## src/rtl/irq_pkg.sv

```systemverilog
// Shared constants and types for the interrupt pending front end.
package irq_pkg;
    localparam int NUM_IRQ   = 8;
    localparam int IRQ_IDX_W = 3;
    localparam logic [NUM_IRQ-1:0] MASK_RST = 8'hFF;

    typedef enum logic {
        IDLE       = 1'b0,
        IN_SERVICE = 1'b1
    } svc_state_e;
endpackage

```

## src/rtl/irq_sync_edge.sv

```systemverilog
// One interrupt line: multi-flop synchroniser plus one cycle of level history
// for rising-edge detection.
module irq_sync_edge #(
    parameter int SYNC_STAGES = 2
) (
    input  logic clk,
    input  logic rst,
    input  logic irq_src,
    output logic s,
    output logic rise
);
    logic [SYNC_STAGES-1:0] sync_q;
    logic [SYNC_STAGES-1:0] sync_d;
    logic                   s_d_q;
    logic                   s_d_d;

    always_comb begin
        sync_d = {sync_q[SYNC_STAGES-2:0], irq_src};
        s_d_d  = sync_q[SYNC_STAGES-1];
    end

    always_ff @(posedge clk) begin
        if (rst) begin
            sync_q <= '0;
            s_d_q  <= 1'b0;
        end else begin
            sync_q <= sync_d;
            s_d_q  <= s_d_d;
        end
    end

    assign s    = sync_q[SYNC_STAGES-1];
    assign rise = s & ~s_d_q;
endmodule

```

## src/rtl/irq_pending_unit.sv

```systemverilog
// Interrupt front end: per-line sync/edge detect, pending and mask registers,
// and a single-depth in-service tracker gating requests to the encoder.
module irq_pending_unit
    import irq_pkg::*;
#(
    parameter int SYNC_STAGES = 2
) (
    input  logic                 clk,
    input  logic                 rst,
    input  logic [NUM_IRQ-1:0]   irq_src,
    input  logic [NUM_IRQ-1:0]   irq_edge_mode,
    input  logic                 mask_wr,
    input  logic [NUM_IRQ-1:0]   mask_wdata,
    input  logic                 irq_ack,
    input  logic [IRQ_IDX_W-1:0] ack_num,
    input  logic                 eoi,
    output logic [NUM_IRQ-1:0]   int_req,
    output logic [NUM_IRQ-1:0]   mask_q,
    output logic [NUM_IRQ-1:0]   pending_q,
    output logic                 in_service,
    output logic [IRQ_IDX_W-1:0] isr_num,
    output logic                 spurious_ack
);
    svc_state_e            state_q, state_d;
    logic [NUM_IRQ-1:0]    mask_d;
    logic [NUM_IRQ-1:0]    pending_d;
    logic [IRQ_IDX_W-1:0]  isr_num_q, isr_num_d;
    logic                  spurious_ack_q, spurious_ack_d;
    logic                  ack_take;
    logic [NUM_IRQ-1:0]    sync_lvl;
    logic [NUM_IRQ-1:0]    rise;

    for (genvar i = 0; i < NUM_IRQ; i++) begin : g_line
        irq_sync_edge #(.SYNC_STAGES(SYNC_STAGES)) u_sync (
            .clk     (clk),
            .rst     (rst),
            .irq_src (irq_src[i]),
            .s       (sync_lvl[i]),
            .rise    (rise[i])
        );
    end

    assign int_req = pending_q & ~mask_q & {NUM_IRQ{state_q == IDLE}};

    always_comb begin
        state_d        = state_q;
        isr_num_d      = isr_num_q;
        spurious_ack_d = 1'b0;
        ack_take       = 1'b0;
        mask_d         = mask_wr ? mask_wdata : mask_q;

        case (state_q)
            IDLE: begin
                if (irq_ack) begin
                    if (int_req[ack_num]) begin
                        state_d   = IN_SERVICE;
                        isr_num_d = ack_num;
                        ack_take  = 1'b1;
                    end else begin
                        spurious_ack_d = 1'b1;
                    end
                end
            end
            IN_SERVICE: begin
                // Acks arriving while in service are dropped; eoi always wins.
                if (eoi) state_d = IDLE;
            end
            default: state_d = IDLE;
        endcase

        // A fresh edge in the same cycle as its own ack must not be lost.
        for (int i = 0; i < NUM_IRQ; i++) begin
            if (irq_edge_mode[i]) begin
                pending_d[i] = rise[i] |
                    (pending_q[i] & ~(ack_take & (ack_num == IRQ_IDX_W'(i))));
            end else begin
                pending_d[i] = sync_lvl[i];
            end
        end
    end

    always_ff @(posedge clk) begin
        if (rst) begin
            state_q        <= IDLE;
            mask_q         <= MASK_RST;
            pending_q      <= '0;
            isr_num_q      <= '0;
            spurious_ack_q <= 1'b0;
        end else begin
            state_q        <= state_d;
            mask_q         <= mask_d;
            pending_q      <= pending_d;
            isr_num_q      <= isr_num_d;
            spurious_ack_q <= spurious_ack_d;
        end
    end

    assign in_service   = (state_q == IN_SERVICE);
    assign isr_num      = isr_num_q;
    assign spurious_ack = spurious_ack_q;
endmodule

```

## config.mk

```make
export PLATFORM = sky130hd
export DESIGN_NAME = irq_pending_unit
export DESIGN_NICKNAME = d
export VERILOG_FILES = /design/src/rtl/irq_pkg.sv /design/src/rtl/irq_sync_edge.sv /design/src/rtl/irq_pending_unit.sv
export SDC_FILE = /design/constraint.sdc
export NUM_CORES = 1
export LEC_CHECK = 0
export BUFFER_PORTS_ARGS = -buffer_cell sky130_fd_sc_hd__buf_4
export CORE_MARGIN = 1
export CORE_UTILIZATION = 50
export CTS_BUF_LIST = sky130_fd_sc_hd__clkbuf_8
export DETAILED_ROUTE_END_ITERATION = 10
export GPL_TIMING_DRIVEN = 0
export PLACE_DENSITY = 0.8
export RECOVER_POWER = 50
export SLEW_MARGIN = 20
export SYNTH_ARGS = -nofsm -noshare
export SYNTH_HDL_FRONTEND = slang
export SYNTH_SLANG_ARGS = --single-unit
```

## constraint.sdc

```tcl
create_clock -name clk -period 1.7 [get_ports clk]
set_input_delay 0 -clock clk [delete_from_list [all_inputs] [get_ports clk]]
set_output_delay 0 -clock clk [all_outputs]
set_load 0.03 [all_outputs]
```

== Word-level counts from Yosys, hierarchy flattened ==
Cells that the tools add are included.
Widths: inputs -> output; s select.
Storage, ports and cells
  flip-flop bits (word level): 45
  bits of input ports: 32
  output and inout bits: 29
  logic and storage cells: 101
Cells by class
  $lt $le $gt $ge: 1
  equal/unequal tests: 7
  mux-type cells: 16
  bitwise operators: 53
  reduce and logical (&&, ||, !) cells: 3
Operator list (count)
  $and 1x1->1: 24
  $not 1->1: 18
  $and 8x8->8: 2
  $mux 1: 14
  $eq 3x3->1 const B: 4
  $not 8->8: 1
  $or 1x1->1: 8
  $eq 3x2->1 const B: 2
  $lt 3x4->1 const B: 1
  $bmux 1 s3: 1
  $eq 3x1->1 const B: 1
  $logic_not 3->1: 1
  $reduce_and 3->1: 1
  $reduce_or 3->1: 1
  $pmux 1 s2: 1

== Longest topological paths before layout ==
Gate-level depths: netlist of the first run.
  word-level depth: 13
  mapped depth: 6
  gate-level depth less buffers: 5

== Hierarchy ==
From an unflattened synthesis of the first run, not the netlist that was laid out.
Second synthesis, totals
  cell total of the unflattened synthesis: 170
  area, all modules: 1846.8 µm²
By module, submodules not included
  irq_pending_unit: instances 1, cells each 114, area an instance 1146.1 µm²
  irq_sync_edge: instances 8, cells each 7, area an instance 87.6 µm²

== Least setup slack after synthesis of the first run ==
Ideal clock, no wire load.
  path kind: register to register
  start: register pending_q[3]
  end: register pending_q[3]
  data arrival time: 2.288 ns
  required time: 1.570 ns
  slack: -0.718 ns
  stages on the path, launching flop included: 6
  buffers on the path: 0
  clock period less this slack: 2.418 ns
  path through: dfxtp_1 nor3b_1 o22ai_1 or4_4 nor2_1 o31ai_1
Between the ends
  word-level cells in the longest chain between the ends: 12
Ends and longest elaborated chain
  start, declared: RTL line irq_pending_unit.sv:19  | output logic [NUM_IRQ-1:0] pending_q,
  start signal, assigned: RTL line irq_pending_unit.sv:92  | pending_q <= pending_d;
  $and 8x8->8 (2 in series): RTL line irq_pending_unit.sv:43  | assign int_req = pending_q & ~mask_q & {NUM_IRQ{state_q == IDLE}};
  named net int_req[3]: RTL line irq_pending_unit.sv:17  | output logic [NUM_IRQ-1:0] int_req,
  $bmux 1 s3: RTL line irq_pending_unit.sv:55  | if (int_req[ack_num]) begin
  $mux 1 (implied by the code): RTL line irq_pending_unit.sv:55
  $mux 1: RTL line irq_pending_unit.sv:55
  $mux 1: RTL line irq_pending_unit.sv:54  | if (irq_ack) begin
  $mux 1: RTL line irq_pending_unit.sv:52  | case (state_q)
  $and 1x1->1: RTL line irq_pending_unit.sv:75  | (pending_q[i] & ~(ack_take & (ack_num == IRQ_IDX_W'(i))));
  $not 1->1: RTL line irq_pending_unit.sv:75
  $and 1x1->1: RTL line irq_pending_unit.sv:75
  $or 1x1->1: RTL line irq_pending_unit.sv:74  | pending_d[i] = rise[i] |
  $mux 1: RTL line irq_pending_unit.sv:73  | if (irq_edge_mode[i]) begin
The timed path passes the listed nets, and every way through them passes these cells. The select of a mux whose other input is x is not followed.
A chain may end at the register's enable or synchronous reset.

== Final worst setup path of the first run ==
  start: register state_q, in the netlist in_service
  end: register pending_q[3]
Between the ends
  word-level cells in the longest chain between the ends: 12
Ends and longest elaborated chain
  start, declared: RTL line irq_pending_unit.sv:24  | svc_state_e state_q, state_d;
  start signal, assigned: RTL line irq_pending_unit.sv:90  | state_q <= state_d;
  $not 1->1
  $and 8x8->8: RTL line irq_pending_unit.sv:43
  $bmux 1 s3: RTL line irq_pending_unit.sv:55
  $mux 1 (implied by the code): RTL line irq_pending_unit.sv:55
  $mux 1: RTL line irq_pending_unit.sv:55
  $mux 1: RTL line irq_pending_unit.sv:54
  $mux 1 *: RTL line irq_pending_unit.sv:52
  $and 1x1->1 *: RTL line irq_pending_unit.sv:75
  $not 1->1 *: RTL line irq_pending_unit.sv:75
  $and 1x1->1 *: RTL line irq_pending_unit.sv:75
  $or 1x1->1 *: RTL line irq_pending_unit.sv:74
  $mux 1 *: RTL line irq_pending_unit.sv:73
Mark *: on every way between the ends. The rest lies on a longest branch, timed or not. The select of a mux whose other input is x is not followed.

==> results of run 1 <==
==> area by class of cell <==
cell class	instances	area [um^2]
Sequential cell	45	912
Multi-Input combinational cell	116	832
Timing Repair Buffer	88	697
Fill cell	174	485
Clock buffer	5	68.8
Tap cell	44	55.1
Buffer	7	42.5
Clock inverter	2	35.0
==> report_power, final <==
| part | internal, mW | switching [mW] |
|---|---|---|
| sequential | 1.10 | 0.0341 |
| combinational | 0.185 | 0.189 |
| clock | 0.427 | 0.356 |
==> registers in the layout, indices dropped and copies added, names as in the netlist <==
signal / count
mask_q: 8
isr_num: 3
g_line.u_sync.sync_q: 16
in_service: 1
g_line.u_sync.s_d_q: 8
spurious_ack: 1
pending_q: 8
==> Yosys cell counts (2+ instances only) <==
master	number	area [um^2]
or4_4	2	22.5
nor2b_1	33	206
nor3_1	2	10.0
nor3b_2	6	75.1
nor2_1	2	7.51
a21oi_1	2	10.0
mux2i_1	2	20.0
o22ai_1	3	18.8
nand2_1	26	97.6
o31ai_1	8	60.1
clkbuf_1	6	22.5
nand2b_2	2	17.5
a211o_1	8	70.1
dfxtp_1	45	901
nor2_2	7	43.8
nand2b_1	6	37.5
==> timing repair <==
action / in CTS / in global routing
setup endpoints to repair: 4 / 11
pin swaps: 0 / 3
buffers inserted: 1 / 3
resized for setup: 1 / 5
hold endpoints to repair: 25 / 0
hold buffers: 25 / 0
==> path summary, 6_finish.rpt <==
kind                                   start                         end  slack, ps  cells past startpoint
hold / removal                    ack_num[1]                  isr_num[1]          8                      3
setup reg to reg                  in_service                pending_q[3]        -40                      6
hold reg to reg   g_line[5].u_sync.sync_q[0]  g_line[5].u_sync.sync_q[1]        440                      1
setup / recovery                  in_service                pending_q[3]        -40                      6
==> worst max-delay path, cell delays in order (launching register included) <==
cell,delay [ps]
dfxtp_4,370
buf_4,140
nor3b_4,230
o22ai_2,140
or4_4,540
nor2_1,120
o31ai_1,80
==> metal layers <==
metal	global-route usage	part of all wire	routed length [um]	vias to the layer above
met2	0.468	0.53	2520	90
met4	0.113	0.018	86	0
met5	0	0	0	-
met1	0.284	0.37	1740	757
li1	-	-	-	758
met3	0.0649	0.080	376	13
==> stage by stage <==
step / instances / setup WS (ps)
after global placement: 271 / 6.40
after floorplan: 168 / -199
final: 307 / -35.3
after detailed placement: 271 / -4.32
after CTS: 304 / 12.2
after global routing: 307 / -73.3
==> cells in the final DEF (no fill, tap or decap), types with 2 or more instances in the layout <==
cell,synthesis,layout
buf_4,0,56
dfxtp_1,45,38
nor2b_1,33,33
nand2_1,26,26
dlygate4sd3_1,0,25
clkbuf_1,6,13
nor3b_4,1,8
o31ai_1,8,8
a211o_1,8,8
nor2_2,7,7
nand2b_1,6,6
dfxtp_2,0,6
clkbuf_8,0,5
nand2b_2,2,2
o22ai_1,3,2
nor3_2,0,2
a21oi_1,2,2
or4_4,2,2
mux2i_1,2,2
==> logic make-up after synthesis <==
family,count (synthesis)
compound gates,24
buf+inv,7
flops,45
mux,2
simple gates,90
==> impl_metrics.ini, run 1 <==
[timing]
hold_violations = 0
period_minus_slack_ps = 1740
rsz0062_at_grt = yes
setup_ws_ps = -35.3
worst_pin_slew_ps = 469
max_freq_mhz = 576
tns_ps = -132
skew_ps = 7.99
slew_viol_final = 0
relSlewSlack = 0.687
finalSetupViolCount = 7
fin_crit_sh = 1.02
hold_ws_ps = 7.79

[critical_path]
critPathMaxFanout = 5
start_kind = flop
critical_path_class = reg2reg
cp-end-kind = flop
cp_data_required_time_ps = 1880
arrival_ps = 1910

[synth]
ys_seq_elements = 45
synthAdderAreaFrac = 0
synth_mux_area_frac = 0.0118
synth-main-ff-cell = dfxtp_1
synth_nets = 200
synth-edff-count = 0
synth_cell_type_count = 24
synth_simple_gate_area_frac = 0.331
ys_seq_area_frac = 0.533
synth_xor_area_frac = 0
async_flop_share = 0
syn-cell-area_um2 = 1690
syn_inst = 168
synth_compound_area_frac = 0.104
yosys_warnings = 0
syn_avg_cell_area_um2 = 10.1
synth_top_family_by_area = simple AND/OR/NAND/NOR gates

[final_layout]
final_net_count = 295
finalInstanceArea_um2 = 2640
n_antenna_cell = 0
postLayoutCoreUtil = 0.845
drive_gt1_frac = 0.365
areaGrowthSynthToFinish_pct = 56.3

[clocking]
clockBufferDepth = 2
clk-insertion-delay-late_ps = 300
cts_buffers = 5
cts.sinks = 45
cts-htree-levels = 2
clk_pin_slew_ps = 80
cts_tree = built
clock-root-buffer = clkbuf_8

[global_routing]
antenna_found_initial = 0
grt_max_degree = 14
grt_usage = 0.260
grt_pass1_vias = 1535
grt-ovfl-total = 0
grt_pass1_wl_um = 6730

[route]
wl_per_cell_um = 15.4
dr.pass1.iters = 4
via_per_inst = 5.27
postRouteAntennaNets = 0
drt_iter0_drc = 87
routed_wl_um = 4730
vias = 1618
drc_errors = 0

[placement]
placed_area_um2 = 2260
place.detailed.hpwl_um = 2820
port-buffer-count = 59
gp_congestion = 0.761

[status]
violations = setup timing
outcome = complete, but fails checks

[floorplan]
initial_core_util = 0.540
die_y_um = 60.1
coreArea_um2 = 3130
rows = 20
dieArea_um2 = 3620
io_pins = 61
dieWidth_um = 60.1

[job]
drv_cap = 0

[power_and_ir_drop]
p_leak_nw = 1.06
p_per_area_nw_per_um2 = 869
vdd_drop_max_mv = 0.704
report.power.total_mw = 2.30

[hold_path]
hp-class = in2reg
(Power assumes the default switching activity.)
==> run 2: changes to the inputs <==
--- a/config.mk
+++ b/config.mk
@@ -7,11 +7,11 @@
 export LEC_CHECK = 0
 export BUFFER_PORTS_ARGS = -buffer_cell sky130_fd_sc_hd__buf_4
 export CORE_MARGIN = 1
-export CORE_UTILIZATION = 50
-export CTS_BUF_LIST = sky130_fd_sc_hd__clkbuf_8
+export CORE_UTILIZATION = 39
+export CTS_BUF_LIST = sky130_fd_sc_hd__clkbuf_2 sky130_fd_sc_hd__clkbuf_4 sky130_fd_sc_hd__clkbuf_8
 export DETAILED_ROUTE_END_ITERATION = 10
 export GPL_TIMING_DRIVEN = 0
-export PLACE_DENSITY = 0.8
+export PLACE_DENSITY = 0.62
 export RECOVER_POWER = 50
 export SLEW_MARGIN = 20
 export SYNTH_ARGS = -nofsm -noshare
==> run 2 against run 1 <==
- the flow still finishes with violations (setup timing)
- sequential power hardly changed
- combinational power is 3% lower
- worst hold slack better by 12 ps
- clock-buffer cell count stayed put
- final area is 0.52% higher
==> impl_metrics.ini, run 2 (synthesized netlist as in run 1, its figures left out) <==
[final_layout]
top_register = g_line.u_sync.sync_q
largest_reg_flops = 16
layout.cells.non_filler = 313
final_cell_mix = buf_4 (55), dfxtp_1 (38), nor2b_1 (33)
mostFrequentLayoutCell = buf_4
drive_gt1_frac = 0.361
n_antenna_cell = 0
areaGrowthSynthToFinish_pct = 57.1
final_net_count = 294

[timing]
fin_crit_sh = 1.01
relSlewSlack = 0.654
worst_pin_slew_ps = 519
hold_violations = 0
finalSetupViolCount = 5
max_freq_mhz = 585
tns_ps = -15.0
rsz0062_at_grt = yes
setup_ws_ps = -10.3
period_minus_slack_ps = 1710
slew_viol_final = 0
hold_ws_ps = 19.6
skew_ps = 6.94

[floorplan]
rows = 23
dieWidth_um = 67.8
coreArea_um2 = 4090
die_y_um = 67.8
io_pins = 61
initial_core_util = 0.414
dieArea_um2 = 4600

[placement]
port-buffer-count = 59
place.detailed.hpwl_um = 3000
dp_cells = 277
gp_congestion = 0.746

[power_and_ir_drop]
vdd_drop_max_mv = 0.575
p_leak_nw = 1.05
p_per_area_nw_per_um2 = 866

[route]
drc_errors = 0
dr.pass1.iters = 4
routed_wl_um = 3980
wl_per_cell_um = 12.7
via_per_inst = 4.75
postRouteAntennaNets = 0
drt_iter0_drc = 25
vias = 1487

[critical_path]
slowest_stage = or4_4
critical_path_class = reg2reg
path_delay_family = simple AND/OR/NAND/NOR gates
cp-end-kind = flop
max_stage_delay_ps = 560
critPathMaxFanout = 10
cp_num_buf_inv = 1
start_kind = flop
cp_data_required_time_ps = 1870
arrival_ps = 1880
worstPathCellList = buf_12 > nor3b_4 > o22ai_2 > or4_4 > nor2_4 > o31ai_1

[clocking]
clk-insertion-delay-late_ps = 300
clk_pin_slew_ps = 80
cts_tree = built
clockBufferDepth = 2
cts-htree-levels = 2
clock-root-buffer = clkbuf_8
cts.sinks = 45
cts_buffers = 5

[status]
outcome = complete, but fails checks
violations = setup timing

[global_routing]
grt-ovfl-total = 0
grt_usage = 0.188
grt_pass1_wl_um = 6250
grt_pass1_vias = 1363
antenna_found_initial = 0
grt_max_degree = 16

[hold_path]
hp-class = in2reg

[job]
drv_cap = 0
[run 2: through the flow]
step                       util  worst slack (ps)  total power [mW]  cell area, um^2
final                     0.650             -10.3              2.30             2660
after global routing      0.650             -77.2              2.40             2660
after CTS                 0.650             -35.1              2.32             2660
after detailed placement  0.554             -29.0              1.48             2260
after global placement    0.554             -30.0              1.47             2260
after floorplan               -              -199              1.34             1760
[run 2: layer usage]
layer / vias to the layer above / GRT usage / part of all wire
li1: 755 / - / -
met1: 676 / 0.223 / 0.46
met2: 50 / 0.318 / 0.46
met3: 6 / 0.0550 / 0.066
met4: 0 / 0.0703 / 0.014
met5: - / 0 / 0
[run 2: final cells by class]
cell class | count | area [um^2]
flip-flops and latches | 45 | 912
clock buffers | 5 | 68.8
well taps | 50 | 62.6
repair buffers | 87 | 696
multi-input cells | 116 | 828
clock inverters | 3 | 46.3
plain buffers | 7 | 42.5
fillers | 334 | 1430
[run 2: path summary, 6_finish.rpt]
kind | from | end | slack [ps] | cells after the start
setup / recovery | in_service | pending_q[3] | -10 | 6
hold / removal | ack_num[0] | isr_num[0] | 20 | 3
setup reg to reg | in_service | pending_q[3] | -10 | 6
hold reg to reg | g_line[6].u_sync.sync_q[0] | g_line[6].u_sync.sync_q[1] | 440 | 1
[run 2: worst register-to-register path: stages, from the launching register on]
cell     delay (ps)
dfxtp_4         370
buf_12          150
nor3b_4         220
o22ai_2         110
or4_4           560
nor2_4          110
o31ai_1          70
[run 2: timing repair]
item                                    CTS  global route
hold buffers                             26             0
endpoints found under the hold margin    26             0
pin swaps                                 2             2
buffers inserted                          1             1
endpoints found under the setup margin    3            11
gates resized for setup                   2             3
[run 2: power by group]
group / switching [mW] / leakage [nW] / internal, mW / total (mW)
Sequential: 0.0328 / 0.374 / 1.10 / 1.14
Clock: 0.362 / 0.0543 / 0.440 / 0.801
Combinational: 0.178 / 0.626 / 0.184 / 0.362
Total: 0.572 / 1.05 / 1.73 / 2.30
==> run 3: changes to the inputs <==
==> constraint.sdc (replaced) <==
create_clock -name clk -period 2 [get_ports clk]
set_input_delay 0 -clock clk [delete_from_list [all_inputs] [get_ports clk]]
set_output_delay 0 -clock clk [all_outputs]
set_load 0.03 [all_outputs]
==> run 3 against run 2 <==
- the run now ends clean
- first-iteration DRC count increased by 96%
- fmax decreased by 0.62%
- routed wire length decreased by 1.2%
- register-to-register slack improved by 290 ps
- critical path type unchanged
==> impl_metrics.ini, run 3 (synthesized netlist as in run 1, its figures left out) <==
[status]
outcome = finished clean

[clocking]
cts-htree-levels = 2
cts.sinks = 45
post_cts_resize_count = 0
post_cts_buffers = 0
cts_tree = built
clk_pin_slew_ps = 80
cts_buffers = 5
clk-insertion-delay-late_ps = 290
clock-root-buffer = clkbuf_8
clockBufferDepth = 2

[floorplan]
die_y_um = 67.8
initial_core_util = 0.414
coreArea_um2 = 4090
rows = 23
dieWidth_um = 67.8
io_pins = 61
dieArea_um2 = 4600

[final_layout]
fill_cells = 359
final_net_count = 291
postLayoutCoreUtil = 0.626
final_cell_mix = buf_4 (53), dfxtp_1 (45), nor2b_1 (33)
mostFrequentLayoutCell = buf_4
drive_gt1_frac = 0.315
n_antenna_cell = 0
finalInstanceArea_um2 = 2560
largest_reg_flops = 16
areaGrowthSynthToFinish_pct = 51.4
top_register = g_line.u_sync.sync_q

[placement]
port-buffer-count = 59
placed_area_um2 = 2240
gp_congestion = 0.782
place.detailed.hpwl_um = 2940

[timing]
finalSetupViolCount = 0
hold_violations = 0
period_minus_slack_ps = 1720
max_freq_mhz = 581
relSlewSlack = 0.663
rsz0062_at_grt = no
worst_pin_slew_ps = 506
skew_ps = 7.08
slew_viol_final = 0
tns_ps = 0
fin_crit_sh = 0.860

[route]
postRouteAntennaNets = 0
vias = 1491
via_per_inst = 4.81
wl_per_cell_um = 12.7
drc_errors = 0
dr.pass1.iters = 4
routed_wl_um = 3940
drt_iter0_drc = 49

[critical_path]
start_kind = flop
r2r_start = in_service
critPathMaxFanout = 10
cp-end-kind = flop
arrival_ps = 1880
cp_data_required_time_ps = 2160
startpoint = in_service
r2r_setup_slack_ps = 280
critical_path_class = reg2reg

[power_and_ir_drop]
p_leak_nw = 1.02
report.power.total_mw = 1.80
vdd_drop_max_mv = 0.476
p_per_area_nw_per_um2 = 704

[global_routing]
grt_pass1_wl_um = 6170
grt_usage = 0.187
antenna_found_initial = 0
grt_max_degree = 14
grt_pass1_vias = 1377
grt-ovfl-total = 0

[hold_path]
hp-class = in2reg
hold_start = ack_num[0]

[job]
drv_cap = 0
-- run 3: changes by cell type in the layout (fill, tap and decap cells not counted), moves of 2 or more --
cell,change
nor3_1,+2
nor3_2,-2
buf_4,-2
clkinv_2,+2
dfxtp_2,-6
dfxtp_1,+7
-- run 3: path summary, 6_finish.rpt --
kind                                                   end  cells after the start
worst max-delay path                          pending_q[3]                      6
worst min-delay path                            isr_num[0]                      3
worst max register to register                pending_q[3]                      6
worst min register to register  g_line[5].u_sync.sync_q[1]                      1
-- run 3: critical path, cell delays in order, from the launching register on --
cell and delay, ps:
dfxtp_1 350, buf_6 180, nor3b_4 190, o22ai_1 120, or4_4 540, nor2_1 130
o31ai_1 80
-- run 3: stage by stage --
step / hold slack, ps / instances / setup WS (ps)
final: 18.2 / 310 / 279
after global routing: 17.3 / 310 / 196
after CTS: 8.33 / 310 / 268
after detailed placement: 208 / 277 / 280
after global placement: 209 / 277 / 296
after floorplan: 118 / 168 / 9.85
-- run 3: final cells by class --
| class | instances | area, um^2 | share of cell area |
|---|---|---|---|
| Buffer | 7 | 33.8 | 0.0132 |
| Clock buffer | 6 | 76.3 | 0.0298 |
| Clock inverter | 2 | 10.0 | 0.00391 |
| Multi-Input combinational cell | 116 | 805 | 0.314 |
| Sequential cell | 45 | 901 | 0.352 |
| Tap cell | 50 | 62.6 | 0.0244 |
| Timing Repair Buffer | 84 | 671 | 0.262 |
-- run 3: metal layers --
metal	global-route usage	up-vias	wire length [um]
met5	0	-	0
met4	0.0625	0	53
met3	0.0650	7	293
met2	0.335	48	1910
met1	0.205	688	1680
li1	-	748	-
-- run 3: power by group --
group          switching, mW  internal [mW]  leakage (nW)
sequential            0.0266          0.938         0.370
combinational          0.146          0.150         0.604
clock                  0.285          0.256        0.0484
total                  0.458           1.34          1.02
-- run 3: timing repair --
| item | CTS | global route |
|---|---|---|
| setup endpoints to repair | 0 | 0 |
| hold buffers | 25 | 0 |
| hold endpoints to repair | 25 | 0 |
